==> src/rtl/pipe_dmem_arb.sv <==
`default_nettype none
// ============================================================================
// Module   : pipe_dmem_arb
// Purpose  : Shares one variable-latency data memory between the MEM-stage
//            load/store and a DMA requester. While the MEM-stage access is
//            not yet complete, cpu_stall holds the pipeline.
// Options  : PIPE_DMEM_ARB_STARVE_GUARD_EN adds a DMA anti-starvation counter
// Revision : 1.0 - initial release
// ============================================================================
module pipe_dmem_arb #(
    parameter int STARVE_MAX = 4
) (
    input  logic        clk,
    input  logic        clrn,
    input  logic        mwreg,
    input  logic        mwmem,
    input  logic        mm2reg,
    input  logic [31:0] malu,
    input  logic [31:0] mb,
    output logic        cpu_stall,
    output logic [31:0] cpu_rdata,
    input  logic        dreq,
    input  logic        dwe,
    input  logic [31:0] daddr,
    input  logic [31:0] dwdata,
    output logic        dack,
    output logic [31:0] drdata,
    output logic        mem_req,
    output logic        mem_we,
    output logic [31:0] mem_addr,
    output logic [31:0] mem_wdata,
    input  logic [31:0] mem_rdata,
    input  logic        mem_rdy
);

    typedef enum logic [2:0] {
        IDLE   = 3'd0,
        C_BUSY = 3'd1,
        C_DONE = 3'd2,
        D_BUSY = 3'd3,
        D_DONE = 3'd4
    } state_t;

    state_t      state_q;
    logic        mem_req_q;
    logic        mem_we_q;
    logic [31:0] mem_addr_q;
    logic [31:0] mem_wdata_q;
    logic [31:0] cpu_rdata_q;
    logic [31:0] drdata_q;
    logic        dack_q;

    logic cpu_req;
    logic dma_owed;

    assign cpu_req = mwmem | mm2reg;

`ifdef PIPE_DMEM_ARB_STARVE_GUARD_EN
    logic [3:0] starve_cnt_q;

    assign dma_owed = dreq && (starve_cnt_q == 4'(STARVE_MAX));

    // Counts CPU grants taken while the DMA waits; any DMA grant or an idle
    // DMA clears it.
    always_ff @(posedge clk or negedge clrn) begin
        if (!clrn) begin
            starve_cnt_q <= 4'd0;
        end else if (state_q == IDLE) begin
            if (!dreq || dma_owed || !cpu_req) begin
                starve_cnt_q <= 4'd0;
            end else begin
                starve_cnt_q <= starve_cnt_q + 4'd1;
            end
        end
    end

    logic unused_sink;
    assign unused_sink = mwreg;
`else
    assign dma_owed = 1'b0;

    logic unused_sink;
    assign unused_sink = mwreg ^ (STARVE_MAX == 0);
`endif

    always_ff @(posedge clk or negedge clrn) begin
        if (!clrn) begin
            state_q     <= IDLE;
            mem_req_q   <= 1'b0;
            mem_we_q    <= 1'b0;
            mem_addr_q  <= 32'd0;
            mem_wdata_q <= 32'd0;
            cpu_rdata_q <= 32'd0;
            drdata_q    <= 32'd0;
            dack_q      <= 1'b0;
        end else begin
            dack_q <= 1'b0;
            case (state_q)
                IDLE: begin
                    if (cpu_req && !dma_owed) begin
                        state_q     <= C_BUSY;
                        mem_req_q   <= 1'b1;
                        mem_we_q    <= mwmem;
                        mem_addr_q  <= malu;
                        mem_wdata_q <= mb;
                    end else if (dreq) begin
                        state_q     <= D_BUSY;
                        mem_req_q   <= 1'b1;
                        mem_we_q    <= dwe;
                        mem_addr_q  <= daddr;
                        mem_wdata_q <= dwdata;
                    end
                end
                C_BUSY: begin
                    if (mem_rdy) begin
                        state_q   <= C_DONE;
                        mem_req_q <= 1'b0;
                        if (!mem_we_q) cpu_rdata_q <= mem_rdata;
                    end
                end
                D_BUSY: begin
                    if (mem_rdy) begin
                        state_q   <= D_DONE;
                        mem_req_q <= 1'b0;
                        dack_q    <= 1'b1;
                        if (!mem_we_q) drdata_q <= mem_rdata;
                    end
                end
                C_DONE:  state_q <= IDLE;
                D_DONE:  state_q <= IDLE;
                default: state_q <= IDLE;
            endcase
        end
    end

    // Stall depends only on state and the pipeline-register inputs, never on mem_rdy.
    assign cpu_stall = cpu_req & (state_q != C_DONE);
    assign cpu_rdata = cpu_rdata_q;
    assign drdata    = drdata_q;
    assign dack      = dack_q;
    assign mem_req   = mem_req_q;
    assign mem_we    = mem_we_q;
    assign mem_addr  = mem_addr_q;
    assign mem_wdata = mem_wdata_q;

endmodule
`default_nettype wire
==> config.mk <==
export PLATFORM = sky130hd
export DESIGN_NAME = pipe_dmem_arb
export DESIGN_NICKNAME = d
export VERILOG_FILES = /design/src/rtl/pipe_dmem_arb.sv
export SDC_FILE = /design/constraint.sdc
export NUM_CORES = 1
export LEC_CHECK = 0
export ABC_CLOCK_PERIOD_IN_PS = 4000
export CORE_MARGIN = 4
export CORE_UTILIZATION = 29
export DETAILED_ROUTE_END_ITERATION = 6
export GPL_ROUTABILITY_DRIVEN = 1
export RECOVER_POWER = 50
export SLEW_MARGIN = 40
export SYNTH_ARGS = -nofsm -noshare
export SYNTH_HDL_FRONTEND = slang
export SYNTH_SLANG_ARGS = --single-unit
export TNS_END_PERCENT = 50
==> constraint.sdc <==
create_clock -name clk -period 4 [get_ports clk]
set_input_delay 0.6 -clock clk [delete_from_list [all_inputs] [get_ports clk]]
set_output_delay 0.6 -clock clk [all_outputs]
set_load 0.02 [all_outputs]
==> results_dict.tcl <==
set metrics [dict create \
    status "finished, violations left" \
    violations "max-capacitance violations, max-slew violations" \
    die_y_um 149 \
    synth_nets 537 \
    coreArea_mm2 0.0195 \
    area_growth_syn_to_layout_pct 68.1 \
    pin_count 300 \
    first_pass_iters 4 \
    slew_viol_final 39 \
    grt_pass1_wl_um 24500 \
    post-route-min-period_ns 2.92 \
    grt_util_met1_pct 15.6 \
    slew_headroom_pct -36.8 \
    cts_buffers 17 \
    clock.fmax_ghz 0.343 \
    powerDensity_mw_per_mm2 789 \
    synth_area_mm2 0.00576 \
    r2r_end "mem_wdata[25]" \
    clock_sinks 134 \
    clkTransAtPathRegs_ns 0.06 \
    hp-class "in2async" \
    dieArea_mm2 0.0222 \
    layout-drive-gt1-share_pct 29.3 \
    grt_start_max_net_pins 92 \
    worstSkewPairLatency_ns 0.41 \
    period_share_pct 72.9 \
    detail-route-antenna-nets 0 \
    ys.flop_type "dfrtp_1" \
    htree_levels 4 \
    r2r-start "state_q[1]" \
    critical_path_class "in2reg" \
    cts_tree "built" \
    cts_setup_buffers 0 \
    worstPathArrival_ns 3.20 \
    grt.busiest_layer "met2" \
    crit_path_cell_trace "dlygate4sd3_1, nor2_4, clkbuf_1, buf_12, mux2_2, mux2_2" \
    fin_tns_setup_ns 0 \
    grt_use_met2_pct 24.9 \
    antenna_found_initial 1 \
    r2r_slack_ns 2.08 \
    critPathBufInv 3 \
    drcViolationCount 0 \
    diodes 0 \
    die_w_um 149 \
    grt_pass1_vias 4601 \
    ys_warn_count 0 \
    fp-row-count 51 \
    grtUsageMet3_pct 4.83 \
    start_kind "primary input" \
    gp_congestion 0.742 \
    synth_seq_cells 134 \
    clock-root-buffer "clkbuf_16" \
    yosysSeqAreaShare_pct 58.2 \
    final_common_cell "clkdlybuf4s50_1" \
    cts_resized 0 \
    final_core_util_pct 49.6 \
    critical-path-top-delay-family "buffers and inverters" \
    avgViaCountPerCell 4.43 \
    synth_cells 369 \
    final.setup_skew_ns 0.00603 \
    grt_usage_pct 14.1 \
    placement.io_buffers 298 \
    grt_overflow 0 \
    drt_iter0_markers 94 \
    place_hpwl_um 12300 \
    cts_max_path_buffers 2 \
    tightest_slew_ns 2.05 \
    vias 4215 \
    ir_drop_mv 0.290 \
    cts_hold_buffers 0 \
    async_flop_share_pct 100 \
    detail_route.wl_per_cell_um 16.8 \
    cap_violations 1 \
    finalSetupViolations 0 \
    cp.required_ns 4.29 \
    slowest_delay_ns 0.80 \
    worst_r2r_path_depth 4 \
    synth_edf_count 0 \
    hold_viol_final 0 \
    crit_path_frequent_cell "mux2_2" \
    rsz0062_at_grt "no" \
    slowest_stage "clkbuf_1" \
    critPathCaptureType "register" \
    p_leak_nw 4.01 \
    ys_types 21 \
    initial_core_util_pct 29.5 \
    final_cell_mix "clkdlybuf4s50_1 (234), mux2_2 (161), dfrtp_1 (134), dlygate4sd3_1 (63), mux2_1 (31)" \
    wl_um 16000 \
    final_nets 842 \
    synth.avg_cell_area_um2 15.6 \
    cp_max_fo 47 \
]
==> report_power, final <==
group	switching [mW]	internal (mW)	total (mW)
sequential	0.345	2.05	2.39
clock	0.599	1.07	1.67
combinational	1.71	1.87	3.58
total	2.65	4.99	7.64
==> cell type report <==
type                       count  area (um2)
fill                        1723        9840
sequential                   134        3350
timing repair buffer         307        3050
multi-input combinational    211        2300
clock buffer                  19         443
tap                          265         332
clock inverter                13         194
inverter                       3        11.3
==> per-layer routing <==
layer / part of all wire (%) / vias up
met3: 8.8 / 19
met2: 52 / 186
met4: 1.6 / 2
li1: - / 1933
met5: 0.081 / -
met1: 38 / 2075
==> state kept, by name, summed over array words and instances, names as in the netlist <==
name,flops
drdata,32
mem_req,1
dack,1
mem_addr,32
state_q,3
cpu_rdata,32
mem_we,1
mem_wdata,32
==> metrics by stage <==
| stage | total power, mW | hold slack [ns] | cell area, um2 | setup WS [ns] | std cells |
|---|---|---|---|---|---|
| after floorplan | 4.26 | 0.304 | 5760 | 2.06 | 369 |
| after global placement | 6.11 | 0.449 | 9040 | 1.25 | 918 |
| after detailed placement | 6.19 | 0.480 | 9040 | 1.19 | 918 |
| after CTS | 7.90 | 0.290 | 9670 | 1.30 | 950 |
| after global routing | 8.03 | 0.153 | 9690 | 0.896 | 952 |
| final | 7.64 | 0.132 | 9690 | 1.08 | 952 |
==> how the worst max path moves through the flow <==
| stage | startpoint | to | slack [ns] | cells past startpoint |
|---|---|---|---|---|
| after floorplan | mm2reg | cpu_stall | 2.06 | 4 |
| after global placement | mm2reg | mem_wdata[15] | 1.25 | 5 |
| after detailed placement | mm2reg | mem_wdata[8] | 1.19 | 5 |
| after CTS | mm2reg | cpu_stall | 1.30 | 4 |
| after global routing | clrn | mem_addr[25] | 0.90 | 2 |
| final | mm2reg | mem_wdata[8] | 1.08 | 6 |
==> cell families after synthesis <==
family / after synthesis / synth area share (%)
mux: 193 / 37.7
flops: 134 / 58.2
xor+xnor: 1 / 0.152
buf+inv: 24 / 2.24
compound gates: 5 / 0.695
simple gates: 12 / 1.04
==> worst reg2reg max path, delay by kind of cell, from the launching register on <==
kind / cells / cell delay [ns]
AOI/OAI and AO/OA: 1 / 0.07
buffers and inverters: 2 / 0.82
DFF: 1 / 0.48
muxes: 1 / 0.43
==> synthesized netlist by cell type (all sizes together) (2+ instances only) <==
cell type | count | area (um2)
inv | 3 | 11.3
clkbuf | 3 | 11.3
a21oi | 2 | 10.0
dfrtp | 134 | 3350
nand2 | 2 | 7.51
buf | 18 | 106
nor2 | 6 | 22.5
mux2 | 192 | 2160
(Power assumes the default switching activity.)
